`src/rtl/difftest_step_scheduler_if.sv`:
```
`default_nettype none
// ============================================================================
//  Module   : difftest_step_scheduler_if
//  Purpose  : Step-issue handshake bundle between the step scheduler and the
//             deferred-result / step-forwarding stage.
//  Revision : 1.0 - initial release
// ============================================================================
interface difftest_step_scheduler_if #(
  parameter int ACC_W = 16,
  parameter int ID_W  = 2
);
  logic             issue_valid;
  logic             issue_ready;
  logic [ACC_W-1:0] issue_step;
  logic [ID_W-1:0]  issue_id;

  modport master (
    output issue_valid,
    output issue_step,
    output issue_id,
    input  issue_ready
  );

  modport slave (
    input  issue_valid,
    input  issue_step,
    input  issue_id,
    output issue_ready
  );
endinterface
`default_nettype wire

```
`src/rtl/difftest_step_scheduler.sv`:
```
`default_nettype none
// ============================================================================
//  Module   : difftest_step_scheduler
//  Purpose  : Accumulates per-requester step reports and issues them
//             round-robin, in batches of at most BATCH_MAX, over a
//             valid/ready stream. Freezes once a nonzero result arrives.
//  Option   : STEP_SCHED_FLUSH_ON_HALT_EN - drain all accumulated steps
//             (FLUSH state) before halting instead of discarding them.
//  Revision : 1.0 - initial release
// ============================================================================
module difftest_step_scheduler #(
  parameter int NUM_REQ   = 4,
  parameter int STEP_W    = 8,
  parameter int ACC_W     = 16,
  parameter int BATCH_MAX = 64
) (
  input  wire logic                      clock,
  input  wire logic                      reset,
  input  wire logic [NUM_REQ*STEP_W-1:0] req_step,
  input  wire logic [7:0]                result_in,
  difftest_step_scheduler_if.master      issue,
  output logic                           halted,
  output logic                           overflow
);

  localparam int ID_W  = (NUM_REQ > 1) ? $clog2(NUM_REQ) : 1;
  localparam int SUM_W = ((ACC_W > STEP_W) ? ACC_W : STEP_W) + 1;
  localparam logic [SUM_W-1:0] ACC_MAX   = SUM_W'({ACC_W{1'b1}});
  localparam logic [ACC_W-1:0] BATCH_LIM = ACC_W'(BATCH_MAX);
  localparam logic [ID_W:0]    NREQ_W    = (ID_W+1)'(NUM_REQ);
  localparam logic [ID_W-1:0]  LAST_ID   = ID_W'(NUM_REQ - 1);

`ifdef STEP_SCHED_FLUSH_ON_HALT_EN
  typedef enum logic [1:0] {IDLE = 2'd0, ISSUE = 2'd1, FLUSH = 2'd2, HALT = 2'd3} state_t;
`else
  typedef enum logic [1:0] {IDLE = 2'd0, ISSUE = 2'd1, HALT = 2'd3} state_t;
`endif

  state_t           state, state_next;
  logic [ACC_W-1:0] acc      [NUM_REQ];
  logic [ACC_W-1:0] acc_next [NUM_REQ];
  logic [ID_W-1:0]  rr, sel, rr_next;
  logic [ID_W:0]    idx;
  logic [ACC_W-1:0] dec;
  logic [SUM_W-1:0] sum;
  logic             any_pending, sat_any, load, handshake, res_now, res_seen, stop_req;

  assign res_now   = (result_in != 8'd0);
  // A result seen at any earlier point stays pending until the FSM acts on it.
  assign stop_req  = res_now | res_seen;
  assign handshake = issue.issue_valid & issue.issue_ready;
  assign issue.issue_valid = (state == ISSUE);
  assign halted            = (state == HALT);
  assign rr_next = (sel == LAST_ID) ? '0 : sel + ID_W'(1);

  // Round-robin pick: first requester from rr upward (wrapping) with work.
  always_comb begin
    sel         = '0;
    any_pending = 1'b0;
    idx         = '0;
    for (int k = 0; k < NUM_REQ; k++) begin
      idx = {1'b0, rr} + (ID_W+1)'(k);
      if (idx >= NREQ_W) idx = idx - NREQ_W;
      if (!any_pending && acc[idx[ID_W-1:0]] != '0) begin
        sel         = idx[ID_W-1:0];
        any_pending = 1'b1;
      end
    end
  end

  // Accumulator update: add new reports, retire accepted batch, saturate.
  // The accepted batch never exceeds the accumulator it came from, so the
  // subtraction cannot underflow.
  always_comb begin
    sat_any = 1'b0;
    dec     = '0;
    sum     = '0;
    for (int i = 0; i < NUM_REQ; i++) begin
      dec = (handshake && issue.issue_id == ID_W'(i)) ? issue.issue_step : '0;
      sum = SUM_W'(acc[i]) - SUM_W'(dec) + SUM_W'(req_step[i*STEP_W +: STEP_W]);
      if (state == HALT) begin
        acc_next[i] = acc[i];
      end else if (sum > ACC_MAX) begin
        acc_next[i] = '1;
        sat_any     = 1'b1;
      end else begin
        acc_next[i] = sum[ACC_W-1:0];
      end
    end
  end

  // Next-state logic; load marks the cycle a new batch is captured.
  always_comb begin
    state_next = state;
    load       = 1'b0;
    case (state)
      IDLE: begin
        if (stop_req) begin
`ifdef STEP_SCHED_FLUSH_ON_HALT_EN
          state_next = FLUSH;
`else
          state_next = HALT;
`endif
        end else if (any_pending) begin
          load       = 1'b1;
          state_next = ISSUE;
        end
      end
      ISSUE: begin
        if (handshake) begin
          if (stop_req) begin
`ifdef STEP_SCHED_FLUSH_ON_HALT_EN
            state_next = FLUSH;
`else
            state_next = HALT;
`endif
          end else begin
            state_next = IDLE;
          end
        end
      end
`ifdef STEP_SCHED_FLUSH_ON_HALT_EN
      FLUSH: begin
        if (any_pending) begin
          load       = 1'b1;
          state_next = ISSUE;
        end else begin
          state_next = HALT;
        end
      end
`endif
      HALT:    state_next = HALT;
      default: state_next = IDLE;
    endcase
  end

  // State register.
  always_ff @(posedge clock) begin
    if (reset) state <= IDLE;
    else       state <= state_next;
  end

  // Accumulators, round-robin pointer, issue payload and sticky flags.
  always_ff @(posedge clock) begin
    if (reset) begin
      for (int i = 0; i < NUM_REQ; i++) acc[i] <= '0;
      rr               <= '0;
      issue.issue_step <= '0;
      issue.issue_id   <= '0;
      res_seen         <= 1'b0;
      overflow         <= 1'b0;
    end else begin
      acc <= acc_next;
      if (sat_any) overflow <= 1'b1;
      if (res_now) res_seen <= 1'b1;
      if (load) begin
        issue.issue_step <= (acc[sel] > BATCH_LIM) ? BATCH_LIM : acc[sel];
        issue.issue_id   <= sel;
        rr               <= rr_next;
      end
    end
  end

endmodule
`default_nettype wire

```
`src/flat_wrapper.sv`:
```
// flat-port wrapper written by rule: the top's interface ports become plain ports
module difftest_step_scheduler_flat 
#(
  parameter int NUM_REQ   = 4,
  parameter int STEP_W    = 8,
  parameter int ACC_W     = 16,
  parameter int BATCH_MAX = 64
)
  (clock, reset, req_step, result_in, halted, overflow, issue_issue_valid, issue_issue_step, issue_issue_id, issue_issue_ready);
  difftest_step_scheduler_if #(.ACC_W(ACC_W), .ID_W(2)) issue_i ();
  input  wire logic clock;
  input  wire logic reset;
  input  wire logic [NUM_REQ*STEP_W-1:0] req_step;
  input  wire logic [7:0] result_in;
  output logic halted;
  output logic overflow;
  output wire logic [$bits(issue_i.issue_valid)-1:0] issue_issue_valid;
  output wire logic [$bits(issue_i.issue_step)-1:0] issue_issue_step;
  output wire logic [$bits(issue_i.issue_id)-1:0] issue_issue_id;
  input wire logic [$bits(issue_i.issue_ready)-1:0] issue_issue_ready;
  assign issue_issue_valid = issue_i.issue_valid;
  assign issue_issue_step = issue_i.issue_step;
  assign issue_issue_id = issue_i.issue_id;
  assign issue_i.issue_ready = issue_issue_ready;
  difftest_step_scheduler #(.NUM_REQ(NUM_REQ), .STEP_W(STEP_W), .ACC_W(ACC_W), .BATCH_MAX(BATCH_MAX)) u_core (.clock(clock), .reset(reset), .req_step(req_step), .result_in(result_in), .issue(issue_i), .halted(halted), .overflow(overflow));
endmodule
```
`config.mk`:
```
export PLATFORM = sky130hd
export DESIGN_NAME = difftest_step_scheduler_flat
export DESIGN_NICKNAME = d
export VERILOG_FILES = /design/src/rtl/difftest_step_scheduler_if.sv /design/src/rtl/difftest_step_scheduler.sv /design/src/flat_wrapper.sv
export SDC_FILE = /design/constraint.sdc
export NUM_CORES = 1
export LEC_CHECK = 0
export ABC_AREA = 1
export CAP_MARGIN = 20
export CORE_UTILIZATION = 60
export DETAILED_ROUTE_END_ITERATION = 10
export PLACE_DENSITY = 0.85
export SYNTH_ARGS = -nofsm -noshare
export SYNTH_HDL_FRONTEND = slang
export SYNTH_SLANG_ARGS = --single-unit
```
`constraint.sdc`:
```
create_clock -name clock -period 6.3 [get_ports clock]
set_clock_uncertainty 0.05 [all_clocks]
set_input_delay 0.63 -clock clock [delete_from_list [all_inputs] [get_ports clock]]
set_output_delay 0.63 -clock clock [all_outputs]
set_load 0.1 [all_outputs]
```
==> flow_summary.yaml, run 1 <==
drt:
  ant_nets: 0
  drt_iter0_markers: 916
  dr.pass1.iters: 5
  route.detailed.drc: 0
  finalWirelength_um: 26300
  wl_per_cell_um: 16.9
  viasPerCell: 5.78
  vias: 9017
synthesis:
  ys.flop_type: "dfxtp_1"
  synth.cell_area_um2: 8920
  yosys_warnings: 0
  yosys_register_bits: 88
  synth_fp_nets: 1498
  synthCells: 1322
  synthArstFlopShare: 0
  synth.distinct_cells: 43
  synth.top_cells.by_area: "dfxtp_1 20%, ha_1 14%, inv_1 10%"
  ys_seq_area_frac: 0.198
  yosysTopAreaCell: "dfxtp_1"
  synth_edf_count: 0
  synth_top_area_frac: 0.198
  syn_area_per_cell_um2: 6.75
finish:
  area_growth_pct: 11.4
  fin_cells: 1560
  drive_gt1_frac: 0.0363
  nFillCells: 1293
  diodes: 0
  nNetsFinal: 1547
setup_path:
  crit_path_max_incr_delay_ns: 0.48
  worstPathMaxFanout: 13
  arrival_ns: 5.49
  crit_buf_inv: 5
  crit_family: "compound AO/OA/AOI/OAI gates"
  worstPathRequired_ns: 6.50
  crit_chain: "clkdlybuf4s50_1 > nand2_1 > nor3_1 > inv_1 > nor2_1 > fa_1 > fa_1 > inv_1 > a31oi_1 > o21ai_0 > nand2_1 > a21oi_1 > a31oi_1 > o21ai_0 > xor2_1 > nand2_1 > inv_1 > o21ai_0 > o211ai_1 > inv_1"
  endpoint_kind: "flop"
  slowest_stage: "clkdlybuf4s50_1"
  crit_path_start_kind: "input pin"
  critPathKind: "in2reg"
  cp_common_cell: "inv_1"
place:
  dpl.hpwl_um: 19900
  port_buffers: 63
  gp_congestion: 1.03
  placedCellCount: 1544
cts:
  insertion_delay_ns: 0.36
  cts_root_buffer: "clkbuf_16"
  cts_sinks: 88
  post_cts_resized: 0
  cts_tree: "yes"
  h-tree-depth: 3
  clk_pin_slew_worst_paths_ns: 0.07
  clock_path_buffers: 2
  cts_buffers: 9
  post_cts_buffers: 0
  hold_buffers: 0
outcome:
  status: "complete, no violations"
die:
  fp.dieH_um: 124
  die_w_um: 124
  coreArea_um2: 14500
  initial_core_util: 0.614
  design.die.area_um2: 15400
  io_pins: 64
  num_rows: 44
sta:
  worst_pin_slew_ns: 0.990
  post-route-period-util: 0.840
  rsz0062_at_grt: "no"
  finalSetupTns_ns: 0
  fmaxAchievable_mhz: 189
  min_period_ns: 5.29
  slew-limit-headroom: 0.338
  hold_violations: 0
  setup_violations: 0
  maxSlewViolCount: 0
grt:
  grt_start_max_net_pins: 58
  grt_pass1_wl_um: 42000
  grt-ovfl-total: 0
  antenna_found_initial: 0
  grt_pass1_vias: 8522
  grt_usage: 0.361
worst_hold_path:
  min_path_type: "reg2reg"
pwr:
  ir_worst_vdd_mv: 0.285
  power.leakage_nw: 4.81
  pwr_density_cell_nw_per_um2: 533
flow_run:
  cap_violations: 0
==> synthesized netlist by cell type, types with 2 or more instances <==
cell and count:
nor3_1 15, o21ai_0 78, o211ai_1 10, nand3b_1 3, buf_4 3, a21boi_0 3
o21bai_1 7, a31oi_1 7, o21ai_1 7, nor4_1 4, fa_1 32, xnor2_1 25
nor2_4 3, nand4_1 8, a21o_1 2, o21a_1 2, nor2_1 121, nand3_1 94
o31ai_1 3, inv_2 3, o311ai_0 3, clkinv_1 2, a211oi_1 4, nor2_2 3
nand3_2 4, nand2_4 3, clkbuf_1 20, buf_6 7, a21oi_1 115, nand2_1 238
nand2_2 4, ha_1 101, buf_2 5, a221oi_1 10, o221ai_1 5, dfxtp_1 88
inv_1 244, xor2_1 31
==> path summary, 6_finish.rpt <==
| check | startpoint | to | slack [ns] | depth (start not counted) |
|---|---|---|---|---|
| max reg2reg | u_core.state[0]$_SDFFE_PP0P_ | u_core.acc[20]$_SDFFE_PP0N_ | 1.18 | 21 |
| min | u_core.overflow$_SDFFE_PP0P_ | u_core.overflow$_SDFFE_PP0P_ | 0.41 | 2 |
| min reg2reg | u_core.overflow$_SDFFE_PP0P_ | u_core.overflow$_SDFFE_PP0P_ | 0.41 | 2 |
| max | issue_issue_ready | u_core.acc[20]$_SDFFE_PP0N_ | 1.01 | 20 |
==> through the flow <==
| stage | cell area (µm²) | setup slack, ns | power (W) | util | hold WS (ns) |
|---|---|---|---|---|---|
| 6_report | 9940 | 1.01 | 0.00529 | 0.684 | 0.408 |
| 4_1_cts | 9940 | 1.08 | 0.00522 | 0.684 | 0.404 |
| 3_3_place_gp | 9650 | 0.933 | 0.00453 | 0.664 | 0.389 |
| 2_1_floorplan | 8920 | 0.524 | 0.00383 | - | 0.417 |
| 5_1_grt | 9940 | 0.728 | 0.00582 | 0.684 | 0.452 |
| 3_5_place_dp | 9650 | 0.827 | 0.00464 | 0.664 | 0.392 |
==> layer usage <==
metal | vias to the layer above | routed length (µm) | share of wire | global-route usage
met4 | 0 | 1660 | 0.063 | 0.227
li1 | 4375 | - | - | -
met2 | 447 | 11200 | 0.42 | 0.541
met5 | - | 0 | 0 | 0
met3 | 100 | 2760 | 0.10 | 0.0829
met1 | 4095 | 10700 | 0.41 | 0.469
==> worst register-to-register path: stages, from the launching register on <==
cell and delay (ns):
dfxtp_1 0.36, inv_1 0.07, nor2_1 0.13, nand2_1 0.13, nor3_1 0.40, inv_1 0.27
nor2_1 0.17, fa_1 0.47, fa_1 0.48, inv_1 0.07, a31oi_1 0.12, o21ai_0 0.31
nand2_1 0.09, a21oi_1 0.27, a31oi_1 0.22, o21ai_0 0.27, xor2_1 0.29, nand2_1 0.14
inv_1 0.35, o21ai_0 0.18, o211ai_1 0.11, inv_1 0.05
==> placed cells by master, fill, tap and decap left out, drive strengths merged, types with 4 or more instances in the layout <==
cell type,n
nand4,9
a221oi,10
inv,249
a211oi,4
nor2,127
o21bai,7
nor3,15
o211ai,10
buf,10
clkdlybuf4s50,63
nand2,245
xnor2,25
a21oi,116
nor4,4
clkbuf,10
dfxtp,88
clkinv,4
fa,32
o21ai,85
a31oi,7
nand3,98
o221ai,5
xor2,32
ha,101
==> registers in the layout (all words and copies together), names as in the netlist <==
register                 count
u_core.acc                  64
u_core.issue.issue_step     16
u_core.issue.issue_id        2
u_core.rr                    2
u_core.state                 2
u_core.overflow              1
u_core.res_seen              1
==> power breakdown <==
part | internal, W | switching, W
Sequential | 0.000779 | 0.000212
Clock | 0.000280 | 0.000247
Combinational | 0.00146 | 0.00232
Total | 0.00251 | 0.00278
==> logic make-up (layout without fill, tap and decap cells) <==
group / Yosys count / count (layout) / synth area share
AO/OA/AOI/OAI: 257 / 257 / 0.162
adder cells (fa/ha/maj): 133 / 133 / 0.213
AND/OR/NAND/NOR: 503 / 503 / 0.243
buffers and inverters: 284 / 338 / 0.127
XOR/XNOR: 57 / 57 / 0.0568
flip-flops: 88 / 88 / 0.198
==> area by class of cell <==
| class | count | area (µm²) | share of cell area |
|---|---|---|---|
| Multi-Input combinational cell | 950 | 6020 | 0.606 |
| Sequential cell | 88 | 1760 | 0.177 |
| Inverter | 249 | 935 | 0.0941 |
| Timing Repair Buffer | 73 | 706 | 0.0710 |
| Clock buffer | 10 | 239 | 0.0241 |
| Tap cell | 184 | 230 | 0.0232 |
| Clock inverter | 6 | 42.5 | 0.00428 |
Power figures use the tool's default switching activity.
==> run 2: changes to the inputs <==
Settings changed: CORE_UTILIZATION 60 to 55, PLACE_DENSITY 0.85 to 0.82.
Clock period 6.3 ns to 4.81 ns, I/O delays scaled along.
==> run 2 against run 1 <==
Compared with the run above:
- wire length is 0.59% higher
- register-to-register slack got worse by 0.70 ns
- clock-buffer cell count down 1
- die area rose by 8.9%
- non-clock buffer count is 15 higher
- global-route usage shrank 3.0 points
- critical path depth stayed put
==> flow_summary.yaml, run 2 (same netlist as run 1, synthesis figures left out) <==
die:
  num_rows: 46
  initial_core_util: 0.562
  design.die.area_um2: 16700
  io_pins: 64
  die_w_um: 129
  coreArea_um2: 15900
  fp.dieH_um: 129
sta:
  rsz0062_at_grt: "no"
  min_period_ns: 4.42
  maxSlewViolCount: 0
  setup_violations: 0
  post-route-period-util: 0.919
  hold_violations: 0
  slew-limit-headroom: 0.338
  worst_pin_slew_ns: 0.989
  fmaxAchievable_mhz: 226
worst_hold_path:
  min_to: "u_core.overflow$_SDFFE_PP0P_"
  min_path_cells: 2
  min_from: "u_core.overflow$_SDFFE_PP0P_"
  min_path_type: "reg2reg"
grt:
  antenna_found_initial: 0
  grt_start_max_net_pins: 58
  grt_pass1_wl_um: 42300
  grt_pass1_vias: 8252
  grt_usage: 0.331
  grt-ovfl-total: 0
drt:
  wl_per_cell_um: 16.5
  drt_iter0_markers: 865
  finalWirelength_um: 26500
  route.detailed.drc: 0
  vias: 8880
  dr.pass1.iters: 6
  ant_nets: 0
  viasPerCell: 5.53
finish:
  area_growth_pct: 13.6
  diodes: 0
  final_cell_mix: "244 x inv_1, 238 x nand2_1, 120 x nor2_1"
  drive_gt1_frac: 0.0518
  nFillCells: 1490
  final_common_cell: "inv_1"
  largest_reg_flops: 64
  nNetsFinal: 1562
  fin_area_um2: 10100
  multi_input_area_um2: 6040
  largestRegisters: "u_core.acc: 64 flops, u_core.issue.issue_step: 16 flops"
  largest_register: "u_core.acc"
  ff_latch_area_um2: 1760
pwr:
  ir_worst_vdd_mv: 0.365
  power.leakage_nw: 4.91
  p_total_w: 0.00714
  pwr_density_cell_nw_per_um2: 705
cts:
  clock_path_buffers: 2
  clk_pin_slew_worst_paths_ns: 0.07
  insertion_delay_ns: 0.36
  cts_tree: "yes"
  post_cts_buffers: 0
  cts_root_buffer: "clkbuf_16"
  cts_buffers: 9
  h-tree-depth: 3
  cts_sinks: 88
setup_path:
  r2r_cells: 21
  arrival_ns: 4.62
  crit_path_max_incr_delay_ns: 0.48
  crit_start: "issue_issue_ready"
  endpoint_kind: "flop"
  crit_path_start_kind: "input pin"
  worstPathRequired_ns: 5.01
  slowest_stage: "clkdlybuf4s50_1"
  critPathKind: "in2reg"
  crit_chain: "clkdlybuf4s50_1 > nand2_1 > nor3_2 > inv_1 > nor2_1 > fa_1 > fa_1 > inv_1 > a21oi_1 > o21ai_0 > a21oi_1 > o21ai_0 > nand2_1 > o21bai_1 > nand2b_1 > nand2_1 > nor2_1 > inv_1 > o21ai_0 > inv_1"
  r2r_end: "u_core.acc[37]$_SDFFE_PP0N_"
  worstPathMaxFanout: 8
  timing.rr.start: "u_core.state[0]$_SDFFE_PP0P_"
  rrSetupSlack_ns: 0.48
  cp_common_cell: "inv_1"
place:
  place_area_um2: 9820
  port_buffers: 63
  gp_congestion: 0.961
  dpl.hpwl_um: 20200
outcome:
  status: "complete, no violations"
flow_run:
  cap_violations: 0
run 2: how the worst max path moves through the flow:
stage                             endpoint
3_3_place_gp   u_core.acc[24]$_SDFFE_PP0N_
4_1_cts        u_core.acc[37]$_SDFFE_PP0N_
5_1_grt        u_core.acc[20]$_SDFFE_PP0N_
3_5_place_dp   u_core.acc[37]$_SDFFE_PP0N_
2_1_floorplan  u_core.acc[50]$_SDFFE_PP0N_
6_report       u_core.acc[37]$_SDFFE_PP0N_
run 2: metal layers:
layer | track usage | wire [µm] | vias to the layer above
met2 | 0.533 | 12000 | 362
met1 | 0.449 | 11700 | 4057
met4 | 0.125 | 896 | 0
li1 | - | - | 4405
met5 | 0 | 0 | -
met3 | 0.0487 | 1860 | 56
run 2: critical path: cells and delay by family:
family          cells  cell delay (ns)
compound gates      6             1.13
simple gates        7             1.09
buf+inv             5             0.99
fa+ha+maj           2             0.93
run 2: stage by stage:
step | setup TNS, ns | hold WS (ns) | utilization | std cells | worst slack [ns]
after floorplan | 0 | 0.417 | - | 1322 | 0.00304
after global placement | 0 | 0.398 | 0.618 | 1591 | 0.107
after detailed placement | -0.0830 | 0.425 | 0.618 | 1591 | -0.0713
after CTS | 0 | 0.435 | 0.637 | 1607 | 0.280
after global routing | 0 | 0.452 | 0.638 | 1607 | 0.0138
final | 0 | 0.435 | 0.638 | 1607 | 0.390
run 2: power breakdown:
| part | leakage [nW] | switching, W | total, W | internal, W |
|---|---|---|---|---|
| combinational | 4.02 | 0.00304 | 0.00511 | 0.00207 |
| sequential | 0.734 | 0.000274 | 0.00129 | 0.00102 |
| clock | 0.153 | 0.000334 | 0.000744 | 0.000411 |
run 2: layout make-up:
cell class / instances / area share
clock buffers: 9 / 0.0222
repair buffers: 88 / 0.0805
clock inverters: 7 / 0.00766
inverters: 249 / 0.0922
flip-flops and latches: 88 / 0.174
multi-input cells: 950 / 0.597
well taps: 216 / 0.0267
run 2: what timing repair did:
action,4_1_cts,5_1_grt
hold buffers,0,0
endpoints found under the setup margin,0,19
hold endpoints to repair,0,0
gates resized for setup,0,3
